==> config.mk <==
export PLATFORM = sky130hd
export DESIGN_NAME = mem_clear_seq_flat
export DESIGN_NICKNAME = d
export VERILOG_FILES = /design/src/rtl/mem_clear_pkg.sv /design/src/rtl/mem_clear_seq_if.sv /design/src/rtl/mem_clear_verify.sv /design/src/rtl/mem_clear_seq.sv /design/src/flat_wrapper.sv
export SDC_FILE = /design/constraint.sdc
export NUM_CORES = 1
export LEC_CHECK = 0
export ABC_AREA = 1
export CELL_PAD_IN_SITES_DETAIL_PLACEMENT = 1
export CELL_PAD_IN_SITES_GLOBAL_PLACEMENT = 1
export CORE_UTILIZATION = 36
export DETAILED_ROUTE_END_ITERATION = 6
export PLACE_DENSITY_LB_ADDON = 0.1
export SLEW_MARGIN = 0
export SYNTH_ARGS = -nofsm -noshare
export SYNTH_HDL_FRONTEND = slang
export SYNTH_HIERARCHICAL = 1
export SYNTH_SLANG_ARGS = --single-unit
==> constraint.sdc <==
create_clock -name clk_sys -period 3.66 [get_ports clk_sys]
set_clock_uncertainty 0.1 [all_clocks]
set_input_delay 0.366 -clock clk_sys [delete_from_list [all_inputs] [get_ports clk_sys]]
set_output_delay 0.366 -clock clk_sys [all_outputs]
set_load 0.005 [all_outputs]
==> src/rtl/mem_clear_pkg.sv <==
// Shared types and helpers for the RAM-bank clear sequencer.
//   state_t       : sequencer states (idle, fill, verify, drain, done)
//   FILL_CONST    : fill mode writing the constant fill value
//   FILL_ADDR_XOR : fill mode writing address XOR fill value
//   pattern()     : fill word for an address; callers truncate to their data width
package mem_clear_pkg;

    typedef enum logic [2:0] {
        StIdle,
        StFill,
        StVerify,
        StDrain,
        StDone
    } state_t;

    localparam int unsigned FILL_CONST    = 0;
    localparam int unsigned FILL_ADDR_XOR = 1;

    // Wide enough for any realistic address/data width; zero-extension of a
    // narrow address falls out of the caller's cast into this width.
    localparam int unsigned PAT_W = 64;

    function automatic logic [PAT_W-1:0] pattern(input logic [PAT_W-1:0] addr,
                                                 input logic [PAT_W-1:0] fill_value,
                                                 input int unsigned      mode);
        if (mode == FILL_ADDR_XOR) begin
            return addr ^ fill_value;
        end
        return fill_value;
    endfunction

endpackage

==> src/rtl/mem_clear_seq_if.sv <==
// Control and RAM-port bundle of the clear sequencer.
//   loading, bank_mask                  : sweep start level and bank selection
//   cpu_addr, cpu_data, cpu_wren        : bus-side RAM port
//   ram_addr, ram_data, ram_wren, ram_q : bank-side RAM port (ram_q is 1-cycle read data)
//   busy, done                          : sweep status and completion pulse
//   verify_err, err_bank, err_addr      : sticky first read-back mismatch
// master: the loader/bus/RAM side; slave: the sequencer.
interface mem_clear_seq_if #(
    parameter int unsigned NUM_BANKS  = 2,
    parameter int unsigned ADDR_WIDTH = 11,
    parameter int unsigned DATA_WIDTH = 8
);
    localparam int unsigned BANK_W = (NUM_BANKS > 1) ? $clog2(NUM_BANKS) : 1;

    logic                            loading;
    logic [NUM_BANKS-1:0]            bank_mask;
    logic [ADDR_WIDTH-1:0]           cpu_addr;
    logic [DATA_WIDTH-1:0]           cpu_data;
    logic [NUM_BANKS-1:0]            cpu_wren;
    logic [ADDR_WIDTH-1:0]           ram_addr;
    logic [DATA_WIDTH-1:0]           ram_data;
    logic [NUM_BANKS-1:0]            ram_wren;
    logic [NUM_BANKS*DATA_WIDTH-1:0] ram_q;
    logic                            busy;
    logic                            done;
    logic                            verify_err;
    logic [BANK_W-1:0]               err_bank;
    logic [ADDR_WIDTH-1:0]           err_addr;

    modport master (
        output loading, bank_mask, cpu_addr, cpu_data, cpu_wren, ram_q,
        input  ram_addr, ram_data, ram_wren, busy, done, verify_err, err_bank, err_addr
    );

    modport slave (
        input  loading, bank_mask, cpu_addr, cpu_data, cpu_wren, ram_q,
        output ram_addr, ram_data, ram_wren, busy, done, verify_err, err_bank, err_addr
    );

endinterface

==> src/rtl/mem_clear_verify.sv <==
// Read-back checker for the clear sequencer.
//   clk_sys, reset : clock and synchronous active-high reset
//   clear          : start of a new sweep; drops any captured error
//   compare_en     : a read of addr is being issued this cycle
//   addr, expected : read address and the word it should hold
//   mask           : banks taking part in the sweep
//   ram_q          : bank read data, one cycle after the read
//   verify_err, err_bank, err_addr : sticky first mismatch
module mem_clear_verify #(
    parameter int unsigned NUM_BANKS  = 2,
    parameter int unsigned ADDR_WIDTH = 11,
    parameter int unsigned DATA_WIDTH = 8,
    parameter int unsigned BANK_W     = 1
) (
    input  logic                            clk_sys,
    input  logic                            reset,
    input  logic                            clear,
    input  logic                            compare_en,
    input  logic [ADDR_WIDTH-1:0]           addr,
    input  logic [DATA_WIDTH-1:0]           expected,
    input  logic [NUM_BANKS-1:0]            mask,
    input  logic [NUM_BANKS*DATA_WIDTH-1:0] ram_q,
    output logic                            verify_err,
    output logic [BANK_W-1:0]               err_bank,
    output logic [ADDR_WIDTH-1:0]           err_addr
);
    // Address/expected word travel alongside the registered RAM read.
    logic                  vld_q;
    logic [ADDR_WIDTH-1:0] addr_q;
    logic [DATA_WIDTH-1:0] exp_q;
    logic                  err_q;
    logic [BANK_W-1:0]     bank_q;
    logic [ADDR_WIDTH-1:0] eaddr_q;
    logic [NUM_BANKS-1:0]  miss;
    logic [BANK_W-1:0]     first_bank;

    always_comb begin
        miss       = '0;
        first_bank = '0;
        for (int b = 0; b < NUM_BANKS; b++) begin
            miss[b] = mask[b] && (ram_q[b*DATA_WIDTH +: DATA_WIDTH] != exp_q);
        end
        // Scan downwards so the lowest mismatching bank wins.
        for (int b = NUM_BANKS - 1; b >= 0; b--) begin
            if (miss[b]) begin
                first_bank = BANK_W'(b);
            end
        end
    end

    always_ff @(posedge clk_sys) begin
        if (reset) begin
            vld_q   <= 1'b0;
            addr_q  <= '0;
            exp_q   <= '0;
            err_q   <= 1'b0;
            bank_q  <= '0;
            eaddr_q <= '0;
        end else begin
            vld_q  <= compare_en;
            addr_q <= addr;
            exp_q  <= expected;
            if (clear) begin
                err_q   <= 1'b0;
                bank_q  <= '0;
                eaddr_q <= '0;
            end else if (vld_q && (|miss) && !err_q) begin
                err_q   <= 1'b1;
                bank_q  <= first_bank;
                eaddr_q <= addr_q;
            end
        end
    end

    assign verify_err = err_q;
    assign err_bank   = bank_q;
    assign err_addr   = eaddr_q;

endmodule

==> src/rtl/mem_clear_seq.sv <==
// Power-up/load-time initialiser for the system RAM banks. A rising edge of
// loading sweeps every address of the selected banks with a fill pattern,
// optionally reads it all back, then pulses done. Idle: transparent bus port.
//   clk_sys, reset : clock and synchronous active-high reset
//   bus            : loader, bus-side and bank-side signals (see mem_clear_seq_if)
module mem_clear_seq
    import mem_clear_pkg::*;
#(
    parameter int unsigned           NUM_BANKS  = 2,
    parameter int unsigned           ADDR_WIDTH = 11,
    parameter int unsigned           DATA_WIDTH = 8,
    parameter logic [DATA_WIDTH-1:0] FILL_VALUE = '0,
    parameter int unsigned           FILL_MODE  = FILL_CONST,
    parameter bit                    VERIFY     = 1'b1
) (
    input logic           clk_sys,
    input logic           reset,
    mem_clear_seq_if.slave bus
);
    localparam int unsigned           BANK_W    = (NUM_BANKS > 1) ? $clog2(NUM_BANKS) : 1;
    localparam logic [ADDR_WIDTH-1:0] LAST_ADDR = '1;

    state_t                state_q, state_d;
    logic [ADDR_WIDTH-1:0] cnt_q, cnt_d;
    logic [NUM_BANKS-1:0]  mask_q, mask_d;
    logic                  loading_q;
    logic                  start;
    logic                  clear;
    logic                  compare_en;
    logic [DATA_WIDTH-1:0] fill_word;

    assign start     = bus.loading & ~loading_q;
    assign fill_word = DATA_WIDTH'(pattern(PAT_W'(cnt_q), PAT_W'(FILL_VALUE), FILL_MODE));

    always_ff @(posedge clk_sys) begin
        if (reset) begin
            state_q   <= StIdle;
            cnt_q     <= '0;
            mask_q    <= '0;
            loading_q <= 1'b0;
        end else begin
            state_q   <= state_d;
            cnt_q     <= cnt_d;
            mask_q    <= mask_d;
            loading_q <= bus.loading;
        end
    end

    always_comb begin
        state_d      = state_q;
        cnt_d        = cnt_q;
        mask_d       = mask_q;
        clear        = 1'b0;
        compare_en   = 1'b0;
        bus.busy     = 1'b0;
        bus.done     = 1'b0;
        bus.ram_addr = bus.cpu_addr;
        bus.ram_data = bus.cpu_data;
        bus.ram_wren = bus.cpu_wren;

        unique case (state_q)
            StIdle: begin
                if (start) begin
                    mask_d  = bus.bank_mask;
                    cnt_d   = '0;
                    clear   = 1'b1;
                    state_d = StFill;
                end
            end
            StFill: begin
                bus.busy     = 1'b1;
                bus.ram_addr = cnt_q;
                bus.ram_data = fill_word;
                bus.ram_wren = mask_q;
                cnt_d        = cnt_q + ADDR_WIDTH'(1);
                if (cnt_q == LAST_ADDR) begin
                    state_d = VERIFY ? StVerify : StDone;
                end
            end
            StVerify: begin
                bus.busy     = 1'b1;
                bus.ram_addr = cnt_q;
                bus.ram_data = fill_word;
                bus.ram_wren = '0;
                compare_en   = 1'b1;
                cnt_d        = cnt_q + ADDR_WIDTH'(1);
                if (cnt_q == LAST_ADDR) begin
                    state_d = StDrain;
                end
            end
            StDrain: begin
                // Last read's data arrives now; the checker compares it.
                bus.busy     = 1'b1;
                bus.ram_addr = cnt_q;
                bus.ram_data = fill_word;
                bus.ram_wren = '0;
                state_d      = StDone;
            end
            StDone: begin
                bus.done     = 1'b1;
                bus.ram_addr = cnt_q;
                bus.ram_data = fill_word;
                bus.ram_wren = '0;
                state_d      = StIdle;
            end
            default: begin
                state_d = StIdle;
            end
        endcase
    end

    mem_clear_verify #(
        .NUM_BANKS (NUM_BANKS),
        .ADDR_WIDTH(ADDR_WIDTH),
        .DATA_WIDTH(DATA_WIDTH),
        .BANK_W    (BANK_W)
    ) u_verify (
        .clk_sys   (clk_sys),
        .reset     (reset),
        .clear     (clear),
        .compare_en(compare_en),
        .addr      (cnt_q),
        .expected  (fill_word),
        .mask      (mask_q),
        .ram_q     (bus.ram_q),
        .verify_err(bus.verify_err),
        .err_bank  (bus.err_bank),
        .err_addr  (bus.err_addr)
    );

endmodule

==> src/flat_wrapper.sv <==
// flat-port wrapper written by rule: the top's interface ports become plain ports
module mem_clear_seq_flat import mem_clear_pkg::*;
#(
    parameter int unsigned           NUM_BANKS  = 2,
    parameter int unsigned           ADDR_WIDTH = 11,
    parameter int unsigned           DATA_WIDTH = 8,
    parameter logic [DATA_WIDTH-1:0] FILL_VALUE = '0,
    parameter int unsigned           FILL_MODE  = FILL_CONST,
    parameter bit                    VERIFY     = 1'b1
)
  (clk_sys, reset, bus_loading, bus_bank_mask, bus_cpu_addr, bus_cpu_data, bus_cpu_wren, bus_ram_q, bus_ram_addr, bus_ram_data, bus_ram_wren, bus_busy, bus_done, bus_verify_err, bus_err_bank, bus_err_addr);
  mem_clear_seq_if #(.NUM_BANKS(NUM_BANKS), .ADDR_WIDTH(ADDR_WIDTH), .DATA_WIDTH(DATA_WIDTH)) bus_i ();
  input logic clk_sys;
  input logic reset;
  input wire logic [$bits(bus_i.loading)-1:0] bus_loading;
  input wire logic [$bits(bus_i.bank_mask)-1:0] bus_bank_mask;
  input wire logic [$bits(bus_i.cpu_addr)-1:0] bus_cpu_addr;
  input wire logic [$bits(bus_i.cpu_data)-1:0] bus_cpu_data;
  input wire logic [$bits(bus_i.cpu_wren)-1:0] bus_cpu_wren;
  input wire logic [$bits(bus_i.ram_q)-1:0] bus_ram_q;
  output wire logic [$bits(bus_i.ram_addr)-1:0] bus_ram_addr;
  output wire logic [$bits(bus_i.ram_data)-1:0] bus_ram_data;
  output wire logic [$bits(bus_i.ram_wren)-1:0] bus_ram_wren;
  output wire logic [$bits(bus_i.busy)-1:0] bus_busy;
  output wire logic [$bits(bus_i.done)-1:0] bus_done;
  output wire logic [$bits(bus_i.verify_err)-1:0] bus_verify_err;
  output wire logic [$bits(bus_i.err_bank)-1:0] bus_err_bank;
  output wire logic [$bits(bus_i.err_addr)-1:0] bus_err_addr;
  assign bus_i.loading = bus_loading;
  assign bus_i.bank_mask = bus_bank_mask;
  assign bus_i.cpu_addr = bus_cpu_addr;
  assign bus_i.cpu_data = bus_cpu_data;
  assign bus_i.cpu_wren = bus_cpu_wren;
  assign bus_i.ram_q = bus_ram_q;
  assign bus_ram_addr = bus_i.ram_addr;
  assign bus_ram_data = bus_i.ram_data;
  assign bus_ram_wren = bus_i.ram_wren;
  assign bus_busy = bus_i.busy;
  assign bus_done = bus_i.done;
  assign bus_verify_err = bus_i.verify_err;
  assign bus_err_bank = bus_i.err_bank;
  assign bus_err_addr = bus_i.err_addr;
  mem_clear_seq #(.NUM_BANKS(NUM_BANKS), .ADDR_WIDTH(ADDR_WIDTH), .DATA_WIDTH(DATA_WIDTH), .FILL_VALUE(FILL_VALUE), .FILL_MODE(FILL_MODE), .VERIFY(VERIFY)) u_core (.clk_sys(clk_sys), .reset(reset), .bus(bus_i));
endmodule
==> qor.yml, run 1 <==
outcome: "complete, no violations"
htreeDepth: 2
netSwitchingFraction: 0.2719
io_pins: 78
drc: 0
drt-initial-drc-count: 47
seq_area_frac_synth: 0.3791
initial_core_util: 0.3802
worst_slack_ps: 813.7
dr.pass1.iters: 4
wl_um: 6441
area_growth_pct: 34.83
std_cell_rows: 30
post-route-period-util: 0.7777
final_area_um2: 3560
worst_pin_slew_ps: 952.1
critPathMaxFanout: 22
first_global_vias: 2454
die_x_um: 87.64
worst_ir_drop_vdd_mv: 0.1646
power.internal_uw: 926.3
ys_ff_latch: 50
grtUsageTotal: 0.1824
crit_type: "reg -> out"
mostFrequentLayoutCells: "nand2_1 (79), inv_1 (78), clkdlybuf4s50_1 (77)"
hold_viol: 0
place_congestion: 0.7881
p_sw_uw: 345.9
fin_nets: 508
grt_max_degree: 23
fin_crit_ps: 2846
max_freq_mhz: 351.3
post-route-util: 0.5126
path_delay_family: "buffers and inverters"
yosys_warnings: 6
seqPwrFrac: 0.448
crit_path_top_delay_cell: "clkdlybuf4s50_1"
finalMaxSlewViolations: 0
postSynthCellCount: 383
cp_data_required_time_ps: 3190
cts_tree: "yes"
antenna_left: 0
rsz0062_at_grt: "false"
cp.arrival_ps: 2380
crit_chain: "nor2_2 > inv_2 > nor2_2 > or2_1 > buf_4 > nor2_1 > a21oi_2 > clkdlybuf4s50_1"
powerDensity_nw_per_um2: 357.4
critical_path.max_stage_delay_ps: 500
clockBufferDepth: 2
io_buffers: 77
synth_edf_count: 0
die_h_um: 87.64
finalPower_mw: 1.272
endpoint_kind: "output port"
place_ws_ps: 1125
wl_per_cell_um: 11.46
numCtsBuffers: 5
crit_top_cell: "nor2_2"
setup_tns_ps: 0
cts.sinks: 50
drt-vias-per-instance: 4.377
postCtsHoldBufs: 0
clk_pin_slew_ps: 90
max_cap_viol_count: 0
power_frac_clock: 0.317
ys_types: 29
synthArstFlopShare: 0
cp-start-kind: "flop"
place_inst: 554
cts_resized: 0
finalNonFillerCells: 562
num_vias: 2460
syn-cell-area_um2: 2640
avgSynthCellArea_um2: 6.893
die_area_um2: 7680
synth_top_flop_cell: "dfxtp_1"
antenna_found_initial: 0
drive_gt1_frac: 0.1116
post-cts-setup-buffers: 0
grt_pass1_wl_um: 11050
hp-class: "reg -> reg"
antenna_cells: 0
final_common_cell: "nand2_1"
clk_latency_ps: 310
crit_buf_inv: 3
holdWs_ps: 348.9
slew_headroom: 0.3629
core_area_um2: 6944
dp_hpwl_um: 5091
cellLeakagePower_nw: 1.517
setup_viol: 0
root_buffer: "clkbuf_8"
p_comb_frac: 0.235
grt.overflow.total: 0
placed_area_um2: 3443
==> registers in the layout (all words and copies together) (netlist names) <==
name / count
u_core/cnt_q: 11
u_core/u_verify/addr_q: 11
u_core/u_verify/err_addr: 11
u_core/u_verify/exp_q: 8
u_core/state_q: 3
u_core/mask_q: 2
u_core/loading_q: 1
u_core/u_verify/err_bank: 1
u_core/u_verify/verify_err: 1
u_core/u_verify/vld_q: 1
==> final cells by class <==
class / count / area [um2]
well taps: 96 / 120.1
flip-flops and latches: 50 / 1001
multi-input cells: 247 / 1229
fillers: 912 / 3385
repair buffers: 79 / 785.8
clock inverters: 3 / 47.55
clock buffers: 5 / 68.82
inverters: 82 / 307.8
==> path summary, 6_finish.rpt <==
check | from | cells past startpoint | slack, ps | end
min reg2reg | u_core/cnt_q[10]$_SDFFE_PP0P_ | 2 | 350 | u_core/u_verify/addr_q[10]$_SDFF_PP0_
max | u_core/state_q[1]$_SDFFE_PP0P_ | 8 | 810 | bus_ram_addr[0]
max reg2reg | u_core/state_q[0]$_SDFFE_PP0P_ | 6 | 1830 | u_core/u_verify/err_addr[3]$_SDFFE_PP0P_
min | u_core/cnt_q[10]$_SDFFE_PP0P_ | 2 | 350 | u_core/u_verify/addr_q[10]$_SDFF_PP0_
==> cell usage after synthesis, drive strengths merged, types with 2 or more instances <==
cell	count	area, um2
nand3b	9	71.32
nand2	85	344.1
nor3	2	10.01
a21oi	34	237.7
o22ai	2	12.51
inv	82	307.8
buf	8	107.6
xnor2	8	70.07
dfxtp	50	1001
nand3	14	75.07
clkbuf	3	21.27
o21ai	8	47.54
nor2	73	299.0
==> tightest hold or removal path, stage by stage, from the launching register on <==
cell	delay, ps
dfxtp_1	330
inv_1	50
nor2_1	30
==> power by group through the flow <==
stage	sequential [mW]	combinational [mW]	clock [mW]
after detailed placement	0.583	0.302	0
after CTS	0.570	0.305	0.421
final	0.570	0.299	0.403
after floorplan	0.580	0.171	0
after global routing	0.572	0.332	0.439
after global placement	0.582	0.294	0
==> per-layer routing <==
| layer | part of all wire | GRT usage | wire length (um) | vias up |
|---|---|---|---|---|
| li1 | - | - | - | 1295 |
| met2 | 0.50 | 0.3274 | 3209 | 37 |
| met4 | 0.0037 | 0.03577 | 24 | 0 |
| met5 | 0 | 0 | 0 | - |
| met3 | 0.029 | 0.03110 | 185 | 4 |
| met1 | 0.47 | 0.2301 | 3021 | 1124 |
==> logic make-up after synthesis <==
group | after synthesis | share of synthesized area
AO/OA/AOI/OAI | 44 | 0.1128
XOR/XNOR | 8 | 0.02654
adder cells (fa/ha/maj) | 1 | 0.004739
buffers and inverters | 93 | 0.1654
flip-flops | 50 | 0.3791
other | 1 | 0.001420
AND/OR/NAND/NOR | 186 | 0.3100
(Power assumes the default switching activity.)
==> run 2: changes to the inputs <==
- CORE_UTILIZATION: 36 -> 30
- clock period: 3.66 -> 2.6 ns (I/O delays scaled with it)
==> run 2 against run 1 <==
Against the previous run: clock-buffer cell count is 1 higher; die area is 20% higher; register-to-register slack worse by 990 ps; core utilization is 8.6 points lower; non-clock buffer count stayed put; flip-flop and latch count stayed put; critical path type unchanged; largest power group unchanged.
==> qor.yml, run 2 (synthesis results as in run 1) <==
outcome: "complete, no violations"
finalNonFillerCells: 571  # +1.6%
io_pins: 78  # unchanged
setup_tns_ps: 0  # unchanged
drive_gt1_frac: 0.1094  # -0.002146
cts_resized: 0  # unchanged
first_global_vias: 2432  # -0.90%
postCtsHoldBufs: 0  # unchanged
drc: 0  # unchanged
wl_per_cell_um: 11.22  # -2.1%
rsz0062_at_grt: "false"
worst_pin_slew_ps: 920.3  # -31.83 ps
hold_viol: 0  # unchanged
num_vias: 2444  # -0.65%
place_congestion: 0.7657  # -2.8%
final_area_um2: 3577  # +0.49%
grt_pass1_wl_um: 10760  # -2.6%
fin_crit_ps: 2355
area_growth_pct: 35.50
dr.pass1.iters: 4  # unchanged
clk_latency_ps: 300  # about the same
antenna_left: 0  # unchanged
root_buffer: "clkbuf_8"
antenna_cells: 0  # unchanged
fill_cells: 1088  # +19%
hp-class: "reg -> reg"
cts_tree: "yes"
powerDensity_nw_per_um2: 498.7  # +40%
slew_headroom: 0.3842  # +0.02130
die_area_um2: 9180  # +20%
std_cell_rows: 33  # +10%
mostFrequentLayoutCells: "nand2_1 (79), inv_1 (78), clkdlybuf4s50_1 (77)"
post-cts-setup-buffers: 0  # unchanged
die_h_um: 95.81  # +9.3%
grt_max_degree: 33  # +43%
r2r-start: "u_core/state_q[0]$_SDFFE_PP0P_"
max_cap_viol_count: 0  # unchanged
post-route-period-util: 0.9058
initial_core_util: 0.3150  # -0.06521
drt-vias-per-instance: 4.280  # -2.2%
cp-start-kind: "flop"
finalMaxSlewViolations: 0  # unchanged
placed_area_um2: 3467  # +0.69%
max_freq_mhz: 424.6
grtUsageTotal: 0.1495  # -0.03284
final_common_cell: "nand2_1"
post-route-util: 0.4268  # -0.08583
holdCritStartpoint: "u_core/cnt_q[10]$_SDFFE_PP0P_"
core_area_um2: 8382  # +21%
cp-startpoint: "u_core/state_q[0]$_SDFFE_PP0P_"
wl_um: 6408  # -0.51%
drt-initial-drc-count: 37  # -21%
critPathMaxFanout: 32  # +45%
crit_type: "reg -> out"
htreeDepth: 2  # unchanged
cp.arrival_ps: 2000  # -380 ps
holdWs_ps: 344.8  # -4.067 ps
cts.sinks: 50  # unchanged
clk_pin_slew_ps: 90  # about the same
endpoint_kind: "output port"
numCtsBuffers: 5  # unchanged
io_buffers: 77  # unchanged
cellLeakagePower_nw: 1.513  # -0.27%
place_inst: 563  # +1.6%
grt.overflow.total: 0  # unchanged
die_x_um: 95.81  # +9.3%
setup_viol: 0  # unchanged
cp_data_required_time_ps: 2240  # -950 ps
dp_hpwl_um: 4972  # -2.3%
antenna_found_initial: 0  # unchanged
worst_ir_drop_vdd_mv: 0.2213  # +34%
fin_nets: 508  # unchanged
clockBufferDepth: 2  # unchanged
-- run 2: changes by cell type in the layout (fill, tap and decap cells not counted), sizes merged --
| cell | previous run | this run |
|---|---|---|
| clkinvlp | 0 | 1 |
| clkbuf | 5 | 6 |
| inv | 84 | 82 |
-- run 2: layout make-up --
type | count | area (um2) | share of cell area
inverter | 82 | 307.8 | 0.08604
clock inverter | 2 | 37.54 | 0.01049
multi-input combinational | 247 | 1229 | 0.3435
sequential | 50 | 1001 | 0.2798
timing repair buffer | 79 | 798.3 | 0.2232
clock buffer | 6 | 72.57 | 0.02029
tap | 105 | 131.4 | 0.03673
-- run 2: worst max-delay path, stage by stage (launching register included) --
cell	delay [ps]
dfxtp_1	430
nor2_2	50
inv_2	80
nor2_2	40
or2_1	260
buf_12	190
o22ai_1	120
clkdlybuf4s50_1	540
-- run 2: power by group --
group	total, mW	internal, mW	switching (mW)
clock network	0.550	0.288	0.263
logic	0.431	0.233	0.198
registers	0.803	0.785	0.0182
total	1.78	1.31	0.479
-- run 2: routing by layer --
metal	wire length, um	track usage	up-vias	part of all wire
met4	30	0.02985	0	0.0047
met1	3032	0.1821	1104	0.47
met2	3060	0.2690	44	0.48
met5	0	0	-	0
li1	-	-	1294	-
met3	284	0.03318	2	0.044
-- run 2: path summary, 6_finish.rpt --
kind	end	depth (start not counted)	slack, ps
worst max-delay path	bus_ram_wren[1]	7	240
worst min-delay path	u_core/u_verify/addr_q[10]$_SDFF_PP0_	2	340
worst max register to register	u_core/u_verify/err_addr[7]$_SDFFE_PP0P_	6	840
worst min register to register	u_core/u_verify/addr_q[10]$_SDFF_PP0_	2	340
-- run 2: stage by stage --
stage / power [mW] / worst slack, ps
global placement: 1.248 / 579.6
finish: 1.784 / 245.0
global route: 1.891 / 102.9
CTS: 1.812 / 213.4
floorplan: 1.056 / 1074
detailed placement: 1.256 / 533.9
